[config.mk]
export PLATFORM = sky130hd
export DESIGN_NAME = mmio_uart_tx
export DESIGN_NICKNAME = d
export VERILOG_FILES = /design/src/rtl/mmio_uart_tx.sv
export SDC_FILE = /design/constraint.sdc
export NUM_CORES = 1
export LEC_CHECK = 0
export CAP_MARGIN = 20
export CORE_UTILIZATION = 56
export CTS_BUF_LIST = sky130_fd_sc_hd__clkbuf_4
export DETAILED_ROUTE_END_ITERATION = 6
export PLACE_DENSITY_LB_ADDON = 0.15
export SYNTH_ARGS = -nofsm -noshare
export SYNTH_HDL_FRONTEND = slang
export SYNTH_SLANG_ARGS = --single-unit
[constraint.sdc]
create_clock -name clk -period 5.05 [get_ports clk]
set_clock_uncertainty 0.15 [all_clocks]
set_input_delay 1.515 -clock clk [delete_from_list [all_inputs] [get_ports clk]]
set_output_delay 1.515 -clock clk [all_outputs]
set_load 0.01 [all_outputs]
[src/rtl/mmio_uart_tx.sv]
// Memory-mapped 8N1 UART transmitter: TXDATA/STATUS registers on the data bus,
// a small byte FIFO, and a serializer FSM that streams frames back to back.
module mmio_uart_tx #(
  parameter logic [31:0] BASE_ADDR    = 32'h0000_1000,
  parameter int          CLKS_PER_BIT = 16,
  parameter int          FIFO_DEPTH   = 8
) (
  input  logic        clk,
  input  logic        reset,
  input  logic        mem_read,
  input  logic        mem_write,
  input  logic [31:0] addr,
  input  logic [31:0] write_data,
  output logic [31:0] read_data,
  output logic        uart_tx,
  output logic        tx_idle
);

  localparam int             AW         = $clog2(FIFO_DEPTH);
  localparam int             CW         = $clog2(CLKS_PER_BIT);
  localparam logic [CW-1:0]  LAST_TICK  = CW'(CLKS_PER_BIT - 1);
  localparam logic [AW:0]    FULL_COUNT = (AW + 1)'(FIFO_DEPTH);

  localparam logic [1:0] OFF_TXDATA = 2'd0;
  localparam logic [1:0] OFF_STATUS = 2'd1;

  typedef enum logic [1:0] {
    S_IDLE,
    S_START,
    S_DATA,
    S_STOP
  } state_t;

  // Bus decode
  logic       w_hit;
  logic [1:0] w_off;
  logic       w_wr_txdata;
  logic       w_wr_status;
  logic       w_rd_status;
  logic       w_unused;

  assign w_hit       = (addr[31:4] == BASE_ADDR[31:4]);
  assign w_off       = addr[3:2];
  assign w_wr_txdata = mem_write && w_hit && (w_off == OFF_TXDATA);
  assign w_wr_status = mem_write && w_hit && (w_off == OFF_STATUS);
  assign w_rd_status = mem_read  && w_hit && (w_off == OFF_STATUS);
  assign w_unused    = ^{addr[1:0], write_data[31:8]};

  // FIFO storage and bookkeeping
  logic [7:0]    r_mem [FIFO_DEPTH];
  logic [AW-1:0] r_wptr;
  logic [AW-1:0] r_rptr;
  logic [AW:0]   r_count;
  logic [AW:0]   w_count_next;
  logic          w_full;
  logic          w_empty;
  logic          w_push;
  logic          w_pop;
  logic          w_drop;
  logic          r_overflow;

  assign w_full  = (r_count == FULL_COUNT);
  assign w_empty = (r_count == '0);
  // A full FIFO still accepts a push when the serializer pops on the same edge.
  assign w_push  = w_wr_txdata && (!w_full || w_pop);
  assign w_drop  = w_wr_txdata && w_full && !w_pop;

  always_comb begin
    w_count_next = r_count;
    if (w_push && !w_pop) begin
      w_count_next = r_count + (AW + 1)'(1);
    end else if (!w_push && w_pop) begin
      w_count_next = r_count - (AW + 1)'(1);
    end
  end

  always_ff @(posedge clk) begin
    if (w_push) begin
      r_mem[r_wptr] <= write_data[7:0];
    end
  end

  always_ff @(posedge clk) begin
    if (reset) begin
      r_wptr  <= '0;
      r_rptr  <= '0;
      r_count <= '0;
    end else begin
      if (w_push) begin
        r_wptr <= r_wptr + AW'(1);
      end
      if (w_pop) begin
        r_rptr <= r_rptr + AW'(1);
      end
      r_count <= w_count_next;
    end
  end

  // A dropped push outranks a same-cycle clear request.
  always_ff @(posedge clk) begin
    if (reset) begin
      r_overflow <= 1'b0;
    end else if (w_drop) begin
      r_overflow <= 1'b1;
    end else if (w_wr_status && write_data[3]) begin
      r_overflow <= 1'b0;
    end
  end

  // Serializer
  state_t        r_state;
  state_t        w_state_next;
  logic [CW-1:0] r_tick;
  logic [CW-1:0] w_tick_next;
  logic [CW-1:0] w_tick_inc;
  logic          w_tick_done;
  logic [2:0]    r_bit_idx;
  logic [2:0]    w_bit_idx_next;
  logic [2:0]    w_bit_idx_inc;
  logic [7:0]    r_shift;
  logic [7:0]    w_shift_next;
  logic          r_tx;
  logic          w_tx_next;
  logic          r_tx_idle;

  assign w_tick_inc    = r_tick + CW'(1);
  assign w_tick_done   = (r_tick == LAST_TICK);
  assign w_bit_idx_inc = r_bit_idx + 3'd1;

  always_comb begin
    w_state_next   = r_state;
    w_tick_next    = r_tick;
    w_bit_idx_next = r_bit_idx;
    w_shift_next   = r_shift;
    w_tx_next      = r_tx;
    w_pop          = 1'b0;
    unique case (r_state)
      S_IDLE: begin
        w_tx_next   = 1'b1;
        w_tick_next = '0;
        if (!w_empty) begin
          w_pop        = 1'b1;
          w_shift_next = r_mem[r_rptr];
          w_state_next = S_START;
          w_tx_next    = 1'b0;
        end
      end
      S_START: begin
        if (w_tick_done) begin
          w_tick_next    = '0;
          w_bit_idx_next = 3'd0;
          w_state_next   = S_DATA;
          w_tx_next      = r_shift[0];
        end else begin
          w_tick_next = w_tick_inc;
        end
      end
      S_DATA: begin
        if (w_tick_done) begin
          w_tick_next = '0;
          if (r_bit_idx == 3'd7) begin
            w_state_next = S_STOP;
            w_tx_next    = 1'b1;
          end else begin
            w_bit_idx_next = w_bit_idx_inc;
            w_tx_next      = r_shift[w_bit_idx_inc];
          end
        end else begin
          w_tick_next = w_tick_inc;
        end
      end
      S_STOP: begin
        if (w_tick_done) begin
          w_tick_next = '0;
          if (!w_empty) begin
            w_pop        = 1'b1;
            w_shift_next = r_mem[r_rptr];
            w_state_next = S_START;
            w_tx_next    = 1'b0;
          end else begin
            w_state_next = S_IDLE;
            w_tx_next    = 1'b1;
          end
        end else begin
          w_tick_next = w_tick_inc;
        end
      end
      default: begin
        w_state_next = S_IDLE;
        w_tick_next  = '0;
        w_tx_next    = 1'b1;
      end
    endcase
  end

  always_ff @(posedge clk) begin
    if (reset) begin
      r_state   <= S_IDLE;
      r_tick    <= '0;
      r_bit_idx <= '0;
      r_shift   <= '0;
      r_tx      <= 1'b1;
      r_tx_idle <= 1'b1;
    end else begin
      r_state   <= w_state_next;
      r_tick    <= w_tick_next;
      r_bit_idx <= w_bit_idx_next;
      r_shift   <= w_shift_next;
      r_tx      <= w_tx_next;
      r_tx_idle <= (w_state_next == S_IDLE) && (w_count_next == '0);
    end
  end

  // STATUS read path
  logic [31:0] w_count_wide;
  logic [3:0]  w_count_sat;
  logic        w_busy;
  logic [31:0] w_status;

  assign w_count_wide = 32'(r_count);
  assign w_count_sat  = (w_count_wide > 32'd15) ? 4'hF : w_count_wide[3:0];
  assign w_busy       = (r_state != S_IDLE);
  assign w_status     = {24'b0, w_count_sat, r_overflow, w_busy, w_empty, w_full};

  assign read_data = w_rd_status ? w_status : 32'b0;
  assign uart_tx   = r_tx;
  assign tx_idle   = r_tx_idle;

endmodule

==> results of run 1 <==
-- power breakdown --
| group | internal [mW] | switching [mW] |
|---|---|---|
| Clock | 0.166 | 0.287 |
| Sequential | 0.906 | 0.0781 |
| Combinational | 0.308 | 0.318 |
| Total | 1.38 | 0.682 |
-- worst register-to-register path: stages (launching register included) --
cell     delay [ns]
dfxtp_1        0.44
inv_1          0.14
ha_1           0.27
nor3b_4        0.19
nor3_4         0.38
nor3_1         0.15
or3_1          0.40
nor3_1         0.18
buf_4          0.23
-- cells by family (layout without fill, tap and decap cells) --
| group | Yosys count | count (layout) |
|---|---|---|
| and+or+nand+nor | 116 | 116 |
| DFF | 97 | 97 |
| buffers and inverters | 41 | 92 |
| AOI/OAI and AO/OA | 33 | 33 |
| muxes | 31 | 31 |
| adders and majority gates | 12 | 12 |
| xor gates and xnor gates | 8 | 8 |
| other | 1 | 24 |
-- cell usage after synthesis, drive strengths merged, types with 3 or more instances --
| cell | n |
|---|---|
| edfxtp | 64 |
| nor2 | 40 |
| dfxtp | 33 |
| buf | 30 |
| nand2 | 19 |
| mux4 | 18 |
| a211oi | 12 |
| ha | 12 |
| mux2i | 11 |
| nor3 | 11 |
| and2 | 9 |
| nand3 | 9 |
| a21oi | 7 |
| clkbuf | 6 |
| or4 | 6 |
| inv | 5 |
| nor4 | 5 |
| xnor2 | 4 |
| xor2 | 4 |
| nand2b | 3 |
| or3 | 3 |
-- state kept, by name, indices dropped and copies added (netlist names), named ones only --
register	count
r_bit_idx	3
r_count	4
r_mem	64
r_overflow	1
r_rptr	3
r_shift	8
r_state	2
r_tick	4
r_wptr	3
tx_idle	1
uart_tx	1
-- how the worst max path moves through the flow --
stage                         from           end  slack [ns]  cells after the start
after detailed placement  addr[13]  read_data[0]       -0.49                      7
after global routing      addr[29]  read_data[7]       0.003                      7
after global placement    addr[24]  read_data[0]       -0.45                      7
final                     addr[14]  read_data[6]        0.04                      7
after floorplan           addr[24]  read_data[0]        0.48                      5
after CTS                 addr[24]  read_data[6]       -0.07                      7
-- area by class of cell --
type	count	area, µm²
repair buffers	71	657
clock buffers	9	67.6
fillers	559	2390
multi-input cells	224	1790
well taps	102	128
clock inverters	7	93.8
flip-flops and latches	97	2580
inverters	5	18.8
-- per-layer routing --
metal	up-vias	wire length, µm	track usage [%]
li1	1369	-	-
met4	0	78	6.35
met3	6	268	3.35
met5	-	0	0
met2	68	4470	37.5
met1	1401	3590	28.2
-- what timing repair did --
item,CTS,global route
pin swaps,1,7
setup endpoints to repair,8,8
buffers inserted,1,1
gates resized for setup,31,26
==> results.toml, run 1 <==
[routing]
routed_via_density = 5.52
drtIter0Drc = 174
finalWirelength_um = 8400
detail-route-antenna-nets = 0
wire_per_inst_um = 16.3
dr_total_vias = 2844
drc = 0
drt_first_pass_iters = 6

[worst_setup_path]
crit_buf_inv = 2
slowest_stage = "or4b_4"
rrSetupSlack_ns = 2.23
start_kind = "primary input"
crit_family = "simple AND/OR/NAND/NOR gates"
crit_arrival_ns = 3.35
r2r_end = "r_mem[0][1]"
crit_path_end_kind = "output pin"
critPathKind = "primary input to output pin"
required_ns = 3.39
r2r-start = "r_count[0]"
ff2ff_path_depth = 8
max_stage_delay_ns = 0.57
path_max_fanout = 3
path_cells = "clkdlybuf4s50_1 > or4b_4 > nor3_4 > and4_4 > and3_4 > and2_4 > buf_6"

[clock_tree]
ctsHoldBuffers = 0
clock_sinks = 97
clockRootBuffer = "clkbuf_4"
ctsHtreeMaxLevel = 3
clk_pin_slew_ns = 0.15
cts-buffers-inserted = 9
cts_buffer_depth = 2
cts_tree = "built"
clock_latency_ns = 0.43

[yosys]
yosys.area_share.simple_pct = 14.0
synth-adder-area-share_pct = 3.35
synth-compound-area-share_pct = 5.50
synth-async-reset-ratio_pct = 0
synth_edf_count = 64
synth-xor-area-share_pct = 1.56
synth_top_family_by_area = "simple AND/OR/NAND/NOR gates"
synth_mux_area_share_pct = 12.0
syn_area_um2 = 4480
synth_area_leaders = "edfxtp_1 43%, dfxtp_1 15%, mux4_2 9.0%, buf_4 4.0%, ha_1 3.4%"
synth_top_area_share_pct = 42.9
syn_area_per_cell_um2 = 13.2
ys_warn_count = 0
syn_inst = 339
ys_ff_latch = 97
synthFlopType = "edfxtp_1"
seq_area_frac_synth_pct = 57.6
synth_top_area_cell = "edfxtp_1"
synth_cell_types = 54

[layout]
instances_no_fill = 515
diodes = 0
layout_common_cells = "64 x edfxtp_1, 39 x clkdlybuf4s50_1, 35 x nor2_1"
nets = 488
drive_gt1_share_pct = 20.6
final_core_util_pct = 69.0
area_delta_synth_final_pct = 19.0
final_common_cell = "edfxtp_1"
final_cell_area_um2 = 5330

[timing]
slew_headroom_pct = 34.1
layout_min_cycle_time_ns = 5.01
setup_violations = 0
holdWs_ns = 0.322
fin_ws_ns = 0.0388
finalCritPeriodShare_pct = 99.2
fmax_mhz = 200
tightest_slew_ns = 0.986
slew_viol_final = 0
rsz0062_at_grt = "no"
tns_ns = 0
final-hold-violation-count = 0

[power]
ir_drop_v = 0.000204
finalPower_mw = 2.06
power_density_nw_per_um2 = 387
leakage_nw = 1.90

[global_routing]
grt_pass1_wl_um = 13700
grt_pass1_vias = 2813
grt_max_degree = 25
track_usage_pct = 21.6
overflow = 0
antenna_found_initial = 0

[placed_design]
dp_cells = 497
port_buffers = 51
placed_area_um2 = 5100
place_ws_ns = -0.494
post-dp-hpwl_um = 6020
place.gp.congestion = 0.761

[floorplan]
fp.dieH_um = 91.5
start_util_pct = 58.0
design.portCount = 102
rows = 32
core_area_um2 = 7730
die_w_um = 91.5
dieArea_um2 = 8360

[run]
max_cap_violations = 0

[min_path]
min_path_type = "flip-flop to flip-flop"
hold_end = "r_bit_idx[2]"
min_path_cells = 2
worstHoldStart = "r_bit_idx[2]"

[run_status]
outcome = "completed"
No activity file was read; power rests on OpenSTA's default activity.
==> run 2: changes to the inputs <==
--- a/config.mk
+++ b/config.mk
@@ -10,6 +10,7 @@
 export CTS_BUF_LIST = sky130_fd_sc_hd__clkbuf_4
 export DETAILED_ROUTE_END_ITERATION = 6
 export PLACE_DENSITY_LB_ADDON = 0.15
+export RECOVER_POWER = 25
 export SYNTH_ARGS = -nofsm -noshare
 export SYNTH_HDL_FRONTEND = slang
 export SYNTH_SLANG_ARGS = --single-unit
==> run 2 against run 1 <==
Compared with the run above:
- fmax is the same
- die area is the same
- core utilization is the same
- hold slack is essentially flat
- routed wire length is essentially flat
- critical endpoint unchanged
- critical path type unchanged
- cell area is the same
- critical path depth is the same
- count of clock-buffer cells in the layout is the same
- cell count is the same
- sequential power is essentially flat
==> results.toml, run 2 (synthesis gave the netlist of run 1 again) <==
[worst_setup_path]
crit_arrival_ns = 3.35
crit_path_end_kind = "output pin"
start_kind = "primary input"
max_stage_delay_ns = 0.57
crit_path_start = "addr[14]"
path_max_fanout = 3
rrSetupSlack_ns = 2.23
slowest_stage = "or4b_4"
r2r_end = "r_mem[0][1]"
crit_family = "simple AND/OR/NAND/NOR gates"
ff2ff_path_depth = 8
path_cells = "clkdlybuf4s50_1 > or4b_4 > nor3_4 > and4_4 > and3_4 > and2_4 > buf_6"
crit_buf_inv = 2
critPathKind = "primary input to output pin"
r2r-start = "r_count[0]"
required_ns = 3.39

[routing]
drc = 0
finalWirelength_um = 8410
detail-route-antenna-nets = 0
drtIter0Drc = 159
dr_total_vias = 2843
wire_per_inst_um = 16.3
drt_first_pass_iters = 6
routed_via_density = 5.52

[power]
clkPwrFrac_pct = 22.0
p_sw_mw = 0.683
switching_share_pct = 33.1
power_density_nw_per_um2 = 386
comb_power_share_pct = 30.3
power.internal_mw = 1.38
power_frac_seq_pct = 47.7
ir_drop_v = 0.000204
finalPower_mw = 2.06
leakage_nw = 1.90

[layout]
top_register = "r_mem"
diodes = 0
final_common_cell = "edfxtp_1"
largest_reg_flops = 64
final_cell_area_um2 = 5330
drive_gt1_share_pct = 20.6
nets = 488
area_delta_synth_final_pct = 19.0
top_regs = "r_mem x64, r_shift x8"
layout_common_cells = "64 x edfxtp_1, 35 x nor2_1, 33 x dfxtp_1"

[placed_design]
placed_area_um2 = 5100
place.gp.congestion = 0.761
place_ws_ns = -0.494
port_buffers = 51
post-dp-hpwl_um = 6020

[timing]
setup_violations = 0
tightest_slew_ns = 0.985
final-hold-violation-count = 0
fmax_mhz = 200
slew_headroom_pct = 34.1
slew_viol_final = 0
rsz0062_at_grt = "no"
finalCritPeriodShare_pct = 99.2
fin_ws_ns = 0.0388
layout_min_cycle_time_ns = 5.01

[global_routing]
antenna_found_initial = 0
overflow = 0
grt_max_degree = 25
grt_pass1_vias = 2813
grt_pass1_wl_um = 13700
track_usage_pct = 21.6

[clock_tree]
clock_latency_ns = 0.43
cts-buffers-inserted = 9
clk_pin_slew_ns = 0.15
clock_sinks = 97
ctsHtreeMaxLevel = 3
cts_tree = "built"
ctsHoldBuffers = 0
clockRootBuffer = "clkbuf_4"
cts_buffer_depth = 2

[min_path]
worstHoldStart = "r_bit_idx[2]"
hold_end = "r_bit_idx[2]"
min_path_type = "flip-flop to flip-flop"
min_path_cells = 2

[floorplan]
design.portCount = 102
start_util_pct = 58.0
core_area_um2 = 7730
rows = 32
dieArea_um2 = 8360
die_w_um = 91.5
fp.dieH_um = 91.5

[run]
max_cap_violations = 0

[run_status]
outcome = "completed"
[run 2: changes by cell type in the layout (fill, tap and decap cells not counted), sizes merged]
cell           delta
clkdlybuf4s50     -7
dlygate4sd3       +7
[run 2: through the flow]
stage,utilization [%],cells,setup TNS (ns),hold WS (ns)
detailed placement,66.1,497,-3.41,0.305
finish,69.0,515,0,0.322
CTS,68.4,514,-0.157,0.326
global placement,65.9,496,-3.09,0.288
floorplan,-,362,0,0.268
global route,69.0,515,0,0.345
[run 2: final cells by class]
| cell class | instances | area (µm²) |
|---|---|---|
| Clock buffer | 9 | 67.6 |
| Clock inverter | 7 | 93.8 |
| Fill cell | 559 | 2390 |
| Inverter | 5 | 18.8 |
| Multi-Input combinational cell | 224 | 1790 |
| Sequential cell | 97 | 2580 |
| Tap cell | 102 | 128 |
| Timing Repair Buffer | 71 | 657 |
[run 2: worst min-delay path: stages (launching register included)]
cell and delay [ns]:
dfxtp_1 0.34, nand2_1 0.05, a21oi_1 0.05
[run 2: worst max-delay path by stage]
| stage | endpoint | slack (ns) | cells after the start |
|---|---|---|---|
| floorplan | read_data[0] | 0.48 | 5 |
| global placement | read_data[0] | -0.45 | 7 |
| detailed placement | read_data[0] | -0.49 | 7 |
| CTS | read_data[6] | -0.07 | 7 |
| global route | read_data[7] | 0.003 | 7 |
| finish | read_data[6] | 0.04 | 7 |
[run 2: power groups by stage]
stage               clock network (mW)  logic (mW)  registers [mW]
floorplan                            0       0.520           0.960
global placement                     0       0.592            1.01
detailed placement                   0       0.623            1.00
CTS                              0.460       0.625           0.986
global route                     0.495       0.702           0.997
finish                           0.453       0.624           0.984
[run 2: what timing repair did]
item	4_1_cts	5_1_grt
setup buffers	1	1
gates cloned	0	0
pin swaps	1	7
gates resized for setup	31	26
setup endpoints to repair	8	8
[run 2: routing by layer]
metal	track usage (%)	up-vias	wire length, µm
met2	37.5	68	4470
met4	6.35	0	78
met3	3.35	6	268
met5	0	-	0
met1	28.2	1400	3590
li1	-	1369	-
